===== src/rtl/flash_ctrl_pkg.sv =====
// rtl/flash_ctrl_pkg.sv - shared erase op encodings, error code bits and flash geometry defaults
package flash_ctrl_pkg;

    typedef enum logic [1:0] {
        OP_PAGE    = 2'd0,
        OP_BANK    = 2'd1,
        OP_RANGE   = 2'd2,
        OP_ILLEGAL = 2'd3
    } erase_op_e;

    typedef enum logic [1:0] {
        ST_IDLE  = 2'd0,
        ST_ISSUE = 2'd1,
        ST_WAIT  = 2'd2,
        ST_DONE  = 2'd3
    } erase_state_e;

    localparam int unsigned ERR_W           = 3;
    localparam int unsigned ERR_FLASH_BIT   = 0;
    localparam int unsigned ERR_TIMEOUT_BIT = 1;
    localparam int unsigned ERR_ILLEGAL_BIT = 2;

    localparam logic [ERR_W-1:0] ERR_NONE    = 3'b000;
    localparam logic [ERR_W-1:0] ERR_FLASH   = 3'b001;
    localparam logic [ERR_W-1:0] ERR_TIMEOUT = 3'b010;
    localparam logic [ERR_W-1:0] ERR_ILLEGAL = 3'b100;

    localparam logic FLASH_OP_PAGE = 1'b0;
    localparam logic FLASH_OP_BANK = 1'b1;

    localparam int unsigned DEF_ADDR_W         = 17;
    localparam int unsigned DEF_WORDS_PER_PAGE = 256;
    localparam int unsigned DEF_PAGES_PER_BANK = 256;
    localparam int unsigned DEF_NUM_BANKS      = 2;
    localparam int unsigned DEF_TIMEOUT_W      = 16;

endpackage


===== src/rtl/flash_erase_timer.sv =====
// rtl/flash_erase_timer.sv - loadable down-counter that pulses expire_o when it steps from 1 to 0
module flash_erase_timer #(
    parameter int unsigned Width = 16
) (
    input  logic             clk_i,
    input  logic             rst_ni,
    input  logic             load_i,
    input  logic [Width-1:0] load_val_i,
    input  logic             en_i,
    output logic             expire_o
);

    logic [Width-1:0] count_q;
    logic [Width-1:0] count_d;

    always_comb begin
        count_d = count_q;
        if (load_i) begin
            count_d = load_val_i;
        end else if (en_i && (count_q != '0)) begin
            count_d = count_q - Width'(1);
        end
    end

    // Pulses only on the decrement that reaches zero; a parked zero count stays quiet.
    assign expire_o = en_i && !load_i && (count_q == Width'(1));

    always_ff @(posedge clk_i or negedge rst_ni) begin
        if (!rst_ni) begin
            count_q <= '0;
        end else begin
            count_q <= count_d;
        end
    end

endmodule


===== src/rtl/flash_erase_seq.sv =====
// rtl/flash_erase_seq.sv - page/bank/range erase sequencer driving a single-request flash phy
module flash_erase_seq
    import flash_ctrl_pkg::*;
#(
    parameter int unsigned AddrW        = DEF_ADDR_W,
    parameter int unsigned WordsPerPage = DEF_WORDS_PER_PAGE,
    parameter int unsigned PagesPerBank = DEF_PAGES_PER_BANK,
    parameter int unsigned NumBanks     = DEF_NUM_BANKS,
    parameter int unsigned TimeoutW     = DEF_TIMEOUT_W,
    localparam int unsigned CountW      = $clog2(PagesPerBank*NumBanks) + 1
) (
    input  logic                clk_i,
    input  logic                rst_ni,
    input  logic                op_start_i,
    input  logic [1:0]          op_type_i,
    input  logic [AddrW-1:0]    op_addr_i,
    input  logic [CountW-1:0]   op_num_pages_i,
    input  logic [TimeoutW-1:0] op_timeout_i,
    output logic                busy_o,
    output logic                op_done_o,
    output logic                op_err_o,
    output logic [ERR_W-1:0]    op_err_code_o,
    output logic                flash_req_o,
    output logic                flash_op_o,
    output logic [AddrW-1:0]    flash_addr_o,
    input  logic                flash_done_i,
    input  logic                flash_error_i
);

    localparam int unsigned PageBits   = $clog2(WordsPerPage);
    localparam int unsigned BankBits   = $clog2(WordsPerPage*PagesPerBank);
    localparam int unsigned TotalPages = PagesPerBank*NumBanks;

    localparam logic [AddrW-1:0] PageMask = {AddrW{1'b1}} << PageBits;
    localparam logic [AddrW-1:0] BankMask = {AddrW{1'b1}} << BankBits;
    localparam logic [AddrW-1:0] PageStep = AddrW'(WordsPerPage);

    erase_state_e        state_q, state_d;
    erase_op_e           type_q, type_d;
    logic [AddrW-1:0]    addr_q, addr_d;
    logic [CountW-1:0]   remain_q, remain_d;
    logic [TimeoutW-1:0] timeout_q, timeout_d;

    logic                busy_q, busy_d;
    logic                done_q, done_d;
    logic                err_q, err_d;
    logic [ERR_W-1:0]    err_code_q, err_code_d;
    logic                req_q, req_d;
    logic                fop_q, fop_d;
    logic [AddrW-1:0]    faddr_q, faddr_d;

    logic [31:0]         start_page;
    logic [31:0]         end_page;
    logic                reject;
    logic                timer_load;
    logic                timer_en;
    logic                timer_expire;
    logic [ERR_W-1:0]    err_next;

    // Range end is one past the last page touched; equal to TotalPages is still legal.
    assign start_page = 32'(op_addr_i >> PageBits);
    assign end_page   = start_page + 32'(op_num_pages_i);
    assign reject     = (op_type_i == OP_ILLEGAL) ||
                        ((op_type_i == OP_RANGE) &&
                         ((op_num_pages_i == '0) || (end_page > 32'(TotalPages))));

    assign timer_load = (state_q == ST_ISSUE);
    assign timer_en   = (state_q == ST_WAIT) && (timeout_q != '0);

    flash_erase_timer #(
        .Width (TimeoutW)
    ) u_timer (
        .clk_i      (clk_i),
        .rst_ni     (rst_ni),
        .load_i     (timer_load),
        .load_val_i (timeout_q),
        .en_i       (timer_en),
        .expire_o   (timer_expire)
    );

    always_comb begin
        state_d   = state_q;
        type_d    = type_q;
        addr_d    = addr_q;
        remain_d  = remain_q;
        timeout_d = timeout_q;
        err_next  = ERR_NONE;

        unique case (state_q)
            ST_IDLE: begin
                if (op_start_i) begin
                    type_d    = erase_op_e'(op_type_i);
                    addr_d    = (op_type_i == OP_BANK) ? (op_addr_i & BankMask)
                                                       : (op_addr_i & PageMask);
                    remain_d  = op_num_pages_i;
                    timeout_d = op_timeout_i;
                    if (reject) begin
                        state_d  = ST_DONE;
                        err_next = ERR_ILLEGAL;
                    end else begin
                        state_d = ST_ISSUE;
                    end
                end
            end
            ST_ISSUE: begin
                state_d = ST_WAIT;
            end
            ST_WAIT: begin
                // Error outranks a coincident done; a real completion outranks the timeout.
                if (flash_error_i) begin
                    state_d  = ST_DONE;
                    err_next = ERR_FLASH;
                end else if (flash_done_i) begin
                    if ((type_q == OP_RANGE) && (remain_q > CountW'(1))) begin
                        addr_d   = addr_q + PageStep;
                        remain_d = remain_q - CountW'(1);
                        state_d  = ST_ISSUE;
                    end else begin
                        state_d = ST_DONE;
                    end
                end else if (timer_expire) begin
                    state_d  = ST_DONE;
                    err_next = ERR_TIMEOUT;
                end
            end
            ST_DONE: begin
                state_d = ST_IDLE;
            end
            default: begin
                state_d = ST_IDLE;
            end
        endcase
    end

    // Outputs are registered from the next state so they line up with the state they describe.
    always_comb begin
        busy_d     = (state_d != ST_IDLE);
        done_d     = (state_d == ST_DONE);
        err_code_d = done_d ? err_next : ERR_NONE;
        err_d      = done_d && (err_next != ERR_NONE);
        req_d      = (state_d == ST_WAIT);
        fop_d      = req_d && (type_q == OP_BANK) ? FLASH_OP_BANK : FLASH_OP_PAGE;
        faddr_d    = req_d ? addr_q : '0;
    end

    always_ff @(posedge clk_i or negedge rst_ni) begin
        if (!rst_ni) begin
            state_q    <= ST_IDLE;
            type_q     <= OP_PAGE;
            addr_q     <= '0;
            remain_q   <= '0;
            timeout_q  <= '0;
            busy_q     <= 1'b0;
            done_q     <= 1'b0;
            err_q      <= 1'b0;
            err_code_q <= ERR_NONE;
            req_q      <= 1'b0;
            fop_q      <= FLASH_OP_PAGE;
            faddr_q    <= '0;
        end else begin
            state_q    <= state_d;
            type_q     <= type_d;
            addr_q     <= addr_d;
            remain_q   <= remain_d;
            timeout_q  <= timeout_d;
            busy_q     <= busy_d;
            done_q     <= done_d;
            err_q      <= err_d;
            err_code_q <= err_code_d;
            req_q      <= req_d;
            fop_q      <= fop_d;
            faddr_q    <= faddr_d;
        end
    end

    assign busy_o        = busy_q;
    assign op_done_o     = done_q;
    assign op_err_o      = err_q;
    assign op_err_code_o = err_code_q;
    assign flash_req_o   = req_q;
    assign flash_op_o    = fop_q;
    assign flash_addr_o  = faddr_q;

endmodule


===== config.mk =====
export PLATFORM = sky130hd
export DESIGN_NAME = flash_erase_seq
export DESIGN_NICKNAME = d
export VERILOG_FILES = /design/src/rtl/flash_ctrl_pkg.sv /design/src/rtl/flash_erase_timer.sv /design/src/rtl/flash_erase_seq.sv
export SDC_FILE = /design/constraint.sdc
export NUM_CORES = 1
export LEC_CHECK = 0
export ABC_AREA = 1
export CAP_MARGIN = 20
export CORE_MARGIN = 5
export CORE_UTILIZATION = 45
export DETAILED_ROUTE_END_ITERATION = 6
export PLACE_DENSITY = 0.72
export SLEW_MARGIN = 20
export SYNTH_ARGS = -nofsm -noshare
export SYNTH_HDL_FRONTEND = slang
export SYNTH_SLANG_ARGS = --single-unit
export TNS_END_PERCENT = 5

===== constraint.sdc =====
create_clock -name clk_i -period 1.9 [get_ports clk_i]
set_clock_uncertainty 0.05 [all_clocks]
set_input_delay 0.475 -clock clk_i [delete_from_list [all_inputs] [get_ports clk_i]]
set_output_delay 0.475 -clock clk_i [all_outputs]
set_load 0.05 [all_outputs]

==> impl_metrics.yaml, run 1 <==
clocking:
  cts-root-buf: "sky130_fd_sc_hd__clkbuf_8"
  cts_tree: "yes"
  insertion_delay_ns: 0.35
  clock_sinks: 73
  clockBufferDepth: 2
  cts.htree.levels: 3
  clkSlewWorstSetupHoldPaths_ns: 0.08
  cts-buffers-inserted: 9
placement:
  place.detailed.hpwl_mm: 8.674
  finalWeightedCongestion: 0.8660
  place_ws_ns: -1.047
  port_buffers: 66
logic_synthesis:
  synth_edf_count: 0
  synthesis.area_mm2: 0.004305
  cell_with_the_most_instances_after_synthesis: "sky130_fd_sc_hd__nand2_1"
  sequential_element_share_of_the_synthesized_area_pct: 42.43
  synth_top_cell_area_share_pct: 42.43
  synth_top_area_cell: "sky130_fd_sc_hd__dfrtp_1"
  yosys_warnings: 0
  synth_unique_cells: 44
  postSynthNetCount: 634
  synthCells: 569
  synth_ff_type: "sky130_fd_sc_hd__dfrtp_1"
  synth.area.top_cells: "sky130_fd_sc_hd__dfrtp_1 (42%), sky130_fd_sc_hd__nand2_1 (14%), sky130_fd_sc_hd__inv_1 (6.1%)"
  synth.avg_cell_area_um2: 7.567
  synth.ff_latch_count: 73
  async_flop_share_pct: 100.0
  synth.top_cells.by_count: "sky130_fd_sc_hd__nand2_1 (157), sky130_fd_sc_hd__dfrtp_1 (73), sky130_fd_sc_hd__inv_1 (70)"
detailed_routing:
  post_drt_via_cell_ratio: 4.961
  remaining_drc_errors: 0
  antenna_left: 0
  vias: 4167
  drt_pass1_iterations: 4
  routed_wire_length_per_instance_um: 13.80
  wirelength_mm: 11.59
  dr.first_iter.drc_count: 247
power:
  irDropWorstVdd_mv: 0.7723
  power.density_cell_area_mw_per_mm2: 1477
  pwr_total_w: 0.008957
  internal_power_w: 0.004874
  power_frac_comb_pct: 55.7
  clock_power_share_pct: 13.6
  sequentialPowerShare_pct: 30.7
  p_sw_w: 0.004083
  leakagePower_nw: 3.019
  sw_frac_of_total_pct: 45.59
floorplanning:
  core_mm2: 0.009284
  die_width_um: 107.8
  rows: 35
  initial_utilization_pct: 46.37
  num_io_pins: 75
  die_height_um: 107.8
  die_outline_area_mm2: 0.01162
setup_path:
  cpMostUsedCell: "sky130_fd_sc_hd__nand2_1"
  crit_path_cells: "buf_8, ha_4, inv_2, fa_2, nand2_1, nor2_1, nand2_1, nor2_1, nand2_1, nor2_1, nand3_1, nand2_1, nand2_2, nand2_2, nand2_4, nand3_4, buf_8, nor2_2"
  setup.worst_path.class: "in -> reg"
  critical_path_required_ns: 2.08
  longest_individual_stage_delay_on_the_worst_path_ns: 0.50
  kind_of_launch_point_of_the_worst_setup_path: "input pin"
  critPathCaptureType: "flop"
  crit_path_top_delay_cell: "sky130_fd_sc_hd__fa_2"
  critical_path_peak_fanout: 6
  worst_ep_arrival_time_ns: 2.26
sta:
  rsz0062_at_grt: "true"
  finalSetupTns_ns: -2.305
  timing.hold.ws_ns: 0.09391
  final_max_slew_viol_count: 0
  finalHoldViolCount: 0
  final_critical_path_setup_slack_ns: -0.1823
  fmax_mhz: 480.2
  period_minus_slack_ns: 2.082
  layout_worst_path_cycle_share_pct: 109.6
  report.final.setup_viol: 15
layout:
  finish.net_count: 771
  area_delta_synth_final_pct: 40.89
  layout-drive-gt1-share_pct: 29.82
  post-route-util_pct: 65.34
  antenna_diodes: 0
grt:
  grt_pass1_wl_mm: 19.91
  initial_antenna_violation_count: 0
  grt_max_degree: 74
  vias_in_the_first_global_route: 4232
  grt.overflow.total: 0
  grt.total_usage_pct: 21.26
run_status:
  failing_checks: "setup timing"
  run_status: "finished, violations left"
flow_run:
  cap_violations: 0
min_path:
  holdCritPathClass: "in -> async"
[power groups by stage]
stage | combinational, W | sequential (W) | clock, W
floorplan | 0.00257 | 0.00303 | 0
global placement | 0.00448 | 0.00270 | 0
detailed placement | 0.00461 | 0.00272 | 0
CTS | 0.00501 | 0.00271 | 0.00124
global route | 0.00553 | 0.00283 | 0.00130
finish | 0.00499 | 0.00275 | 0.00121
[per-layer routing]
metal / track usage [%] / vias to the layer above / share of wire (%)
met2: 36.23 / 109 / 51
met4: 7.484 / 0 / 1.4
met1: 27.73 / 1938 / 43
met3: 2.639 / 11 / 3.9
li1: - / 2109 / -
met5: 0 / - / 0
[final timing paths]
| check | from | cells past startpoint | to | slack [ns] |
|---|---|---|---|---|
| min reg2reg | timeout_q[1] | 2 | timeout_q[1] | 0.46 |
| max in group asynchronous | rst_ni | 2 | remain_q[8] | 1.40 |
| min | rst_ni | 2 | timeout_q[12] | 0.09 |
| max reg2reg | timeout_q[10] | 9 | flash_addr_o[16] | -0.04 |
| min in group clk_i | op_addr_i[8] | 5 | addr_q[8] | 0.43 |
| max | op_num_pages_i[0] | 18 | flash_addr_o[12] | -0.18 |
[cell usage in the layout, fill, tap and decap left out, types with 6 or more instances in the layout]
cell,instances
sky130_fd_sc_hd__ha_4,8
sky130_fd_sc_hd__nor2_1,39
sky130_fd_sc_hd__clkdlybuf4s50_1,22
sky130_fd_sc_hd__o21ai_0,33
sky130_fd_sc_hd__dlygate4sd2_1,7
sky130_fd_sc_hd__a21oi_1,20
sky130_fd_sc_hd__clkbuf_8,9
sky130_fd_sc_hd__nor2_2,13
sky130_fd_sc_hd__buf_4,102
sky130_fd_sc_hd__xor2_1,7
sky130_fd_sc_hd__nand2_1,145
sky130_fd_sc_hd__nand2_2,12
sky130_fd_sc_hd__nand3_1,36
sky130_fd_sc_hd__o21ai_1,6
sky130_fd_sc_hd__inv_1,64
sky130_fd_sc_hd__o211ai_1,6
sky130_fd_sc_hd__dfrtp_1,73
sky130_fd_sc_hd__inv_2,12
[metrics by stage]
stage               instances  area (um2)
global placement          822        5593
finish                    840        6066
floorplan                 569        4320
CTS                       842        6000
detailed placement        822        5593
global route              840        6066
[final cells by class]
cell class,count,area (um2)
clock buffer,10,127.6
tap,129,161.4
inverter,78,297.8
multi-input combinational,396,2344
timing repair buffer,148,1242
clock inverter,6,66.31
fill,808,3218
sequential,73,1827
[timing repair]
item | in CTS | in global routing
setup buffers | 3 | 0
cloned | 1 | 0
endpoints found under the setup margin | 24 | 53
hold buffers | 0 | 0
pin swaps | 13 | 19
gates resized for setup | 63 | 44
[kinds of logic after synthesis]
logic type	synth area share (%)
other	0.08710
AO/OA/AOI/OAI	12.61
XOR/XNOR	2.034
AND/OR/NAND/NOR	28.42
buffers and inverters	9.881
adder cells (fa/ha/maj)	4.534
flip-flops	42.43
[sequential cells by signal, summed over array words and instances, names as in the netlist]
name / count
state_q: 2
flash_op_o: 1
remain_q: 10
op_err_code_o: 3
flash_req_o: 1
busy_o: 1
u_timer.count_q: 16
flash_addr_o: 10
type_q: 2
timeout_q: 16
addr_q: 9
op_err_o: 1
op_done_o: 1
[worst max-delay path: cells and delay by family]
kind | cells | cell delay (ns)
AND/OR/NAND/NOR | 13 | 0.90
adder cells (fa/ha/maj) | 2 | 0.63
buffers and inverters | 3 | 0.25
Note: power is estimated with default switching activity, not from simulation.
==> run 2, diff against run 1 <==
--- a/config.mk
+++ b/config.mk
@@ -10,8 +10,8 @@
 export CORE_MARGIN = 5
 export CORE_UTILIZATION = 45
 export DETAILED_ROUTE_END_ITERATION = 6
+export GPL_ROUTABILITY_DRIVEN = 0
 export PLACE_DENSITY = 0.72
-export SLEW_MARGIN = 20
 export SYNTH_ARGS = -nofsm -noshare
 export SYNTH_HDL_FRONTEND = slang
 export SYNTH_SLANG_ARGS = --single-unit
==> impl_metrics.yaml, run 2 (synthesized netlist as in run 1, its figures left out) <==
layout:
  layout_common_cells: "sky130_fd_sc_hd__nand2_1 (143), sky130_fd_sc_hd__buf_4 (96), sky130_fd_sc_hd__dfrtp_1 (73), sky130_fd_sc_hd__inv_1 (64), sky130_fd_sc_hd__nor2_1 (37)"
  area_delta_synth_final_pct: 41.76
  reg_top3: "timeout_q: 16 flops, u_timer.count_q: 16 flops"
  layout-drive-gt1-share_pct: 29.80
  post-route-util_pct: 65.74
  mostFrequentLayoutCell: "sky130_fd_sc_hd__nand2_1"
  fin_area_mm2: 0.006103
  antenna_diodes: 0
  finish.net_count: 768
flow_run:
  cap_violations: 0
floorplanning:
  rows: 35
  die_width_um: 107.8
  num_io_pins: 75
  die_height_um: 107.8
  core_mm2: 0.009284
  initial_utilization_pct: 46.37
  die_outline_area_mm2: 0.01162
clocking:
  cts-root-buf: "sky130_fd_sc_hd__clkbuf_8"
  cts_tree: "yes"
  cts-hold-fix-buffers: 0
  clock_sinks: 73
  cts.htree.levels: 3
  cts-buffers-inserted: 9
  insertion_delay_ns: 0.34
  clkSlewWorstSetupHoldPaths_ns: 0.08
  clockBufferDepth: 2
sta:
  rsz0062_at_grt: "true"
  layout_worst_path_cycle_share_pct: 113.1
  fmax_mhz: 465.4
  final_critical_path_setup_slack_ns: -0.2487
  timing.hold.ws_ns: 0.03986
  final_max_slew_viol_count: 0
  report.final.setup_viol: 21
  finalHoldViolCount: 0
  finalSetupTns_ns: -3.553
  period_minus_slack_ns: 2.149
min_path:
  holdCritPathClass: "in -> async"
detailed_routing:
  route.layer.met1.wl_mm: 4.991
  route.met2.wl_mm: 5.915
  wirelength_mm: 11.73
  dr.first_iter.drc_count: 197
  top_layer_used: "met4"
  drt_pass1_iterations: 4
  route.met3.wl_um: 587
  vias: 4296
  routed_wire_length_per_instance_um: 14.02
  remaining_drc_errors: 0
  antenna_left: 0
  post_drt_via_cell_ratio: 5.133
placement:
  placed_standard_cell_area_mm2: 0.005575
  port_buffers: 66
  place.detailed.hpwl_mm: 8.669
setup_path:
  worst-r2r-setup-slack_ns: -0.06
  worstReg2RegStart: "timeout_q[14]"
  setup.worst_path.class: "in -> reg"
  critical_path_required_ns: 2.07
  cells_on_worst_reg2reg_path: 8
  crit_path_top_delay_cell: "sky130_fd_sc_hd__fa_2"
  crit_path_cells: "clkdlybuf4s15_2, inv_2, fa_2, nand2_2, nor2_2, nand2_1, nor2_1, nand2_1, nor2_1, nand3_1, nand2_1, nand2_2, nand2_2, nand2_4, nand3_4, buf_12, nor2_2"
  critPathCaptureType: "flop"
  longest_individual_stage_delay_on_the_worst_path_ns: 0.53
  endpoint: "flash_addr_o[12]"
  crit-reg2reg-capture: "flash_op_o"
  critical_path.n_buffers_inverters: 3
  worst_ep_arrival_time_ns: 2.32
  cpLargestDelayFamily: "simple AND/OR/NAND/NOR gates"
  critical_path_peak_fanout: 6
  kind_of_launch_point_of_the_worst_setup_path: "input pin"
  worst-path-stages: 17
  worstSetupStartpoint: "op_num_pages_i[1]"
grt:
  vias_in_the_first_global_route: 4178
  grt_pass1_wl_mm: 19.40
  grt_max_degree: 40
  grt.overflow.total: 0
  grt.total_usage_pct: 20.68
  initial_antenna_violation_count: 0
run_status:
  run_status: "finished, violations left"
  failing_checks: "setup timing"
power:
  power.density_cell_area_mw_per_mm2: 1485
  pwr_total_w: 0.009063
  irDropWorstVdd_mv: 0.6880
  leakagePower_nw: 3.042
run 2: metal layers:
layer  vias up  track usage [%]
li1       2100                -
met1      2025            26.42
met2       148            35.35
met3        23            3.479
met4         0            7.033
met5         -                0
run 2: final cells by class:
type,instances,area (um2)
tap,129,161.4
sequential,73,1827
clock inverter,4,76.32
multi-input combinational,396,2350
clock buffer,12,145.1
fill,788,3181
timing repair buffer,145,1251
inverter,78,292.8
run 2: timing repair:
| action | in CTS | in global routing |
|---|---|---|
| cloned | 1 | 0 |
| gates resized for setup | 58 | 52 |
| pin swaps | 9 | 17 |
| endpoints found under the setup margin | 32 | 55 |
| setup buffers | 2 | 0 |
run 2: report_power, final:
part	leakage, nW	internal (W)	switching [W]	total, W
Combinational	2.01	0.00202	0.00294	0.00497
Sequential	0.920	0.00224	0.000514	0.00275
Clock	0.107	0.000779	0.000569	0.00135
run 2: how the worst min path moves through the flow:
stage	from	endpoint	slack (ns)	cells past startpoint
floorplan	rst_ni	addr_q[10]	0.13	0
global placement	rst_ni	flash_req_o	0.42	1
detailed placement	rst_ni	flash_req_o	0.42	1
CTS	rst_ni	u_timer.count_q[5]	0.05	1
global route	rst_ni	timeout_q[7]	0.07	1
finish	rst_ni	timeout_q[9]	0.04	1
run 2: through the flow:
stage	std cells	setup WS (ns)
CTS	837	-0.3011
finish	837	-0.2487
global route	837	-0.3576
detailed placement	818	-1.060
global placement	818	-1.031
floorplan	569	-0.2977
==> run 3, diff against run 2 <==
--- a/config.mk
+++ b/config.mk
@@ -12,6 +12,7 @@
 export DETAILED_ROUTE_END_ITERATION = 6
 export GPL_ROUTABILITY_DRIVEN = 0
 export PLACE_DENSITY = 0.72
+export SLEW_MARGIN = 20
 export SYNTH_ARGS = -nofsm -noshare
 export SYNTH_HDL_FRONTEND = slang
 export SYNTH_SLANG_ARGS = --single-unit
==> results of run 3 <==
The final DEF is identical to that of run 2; final timing and power are the same.
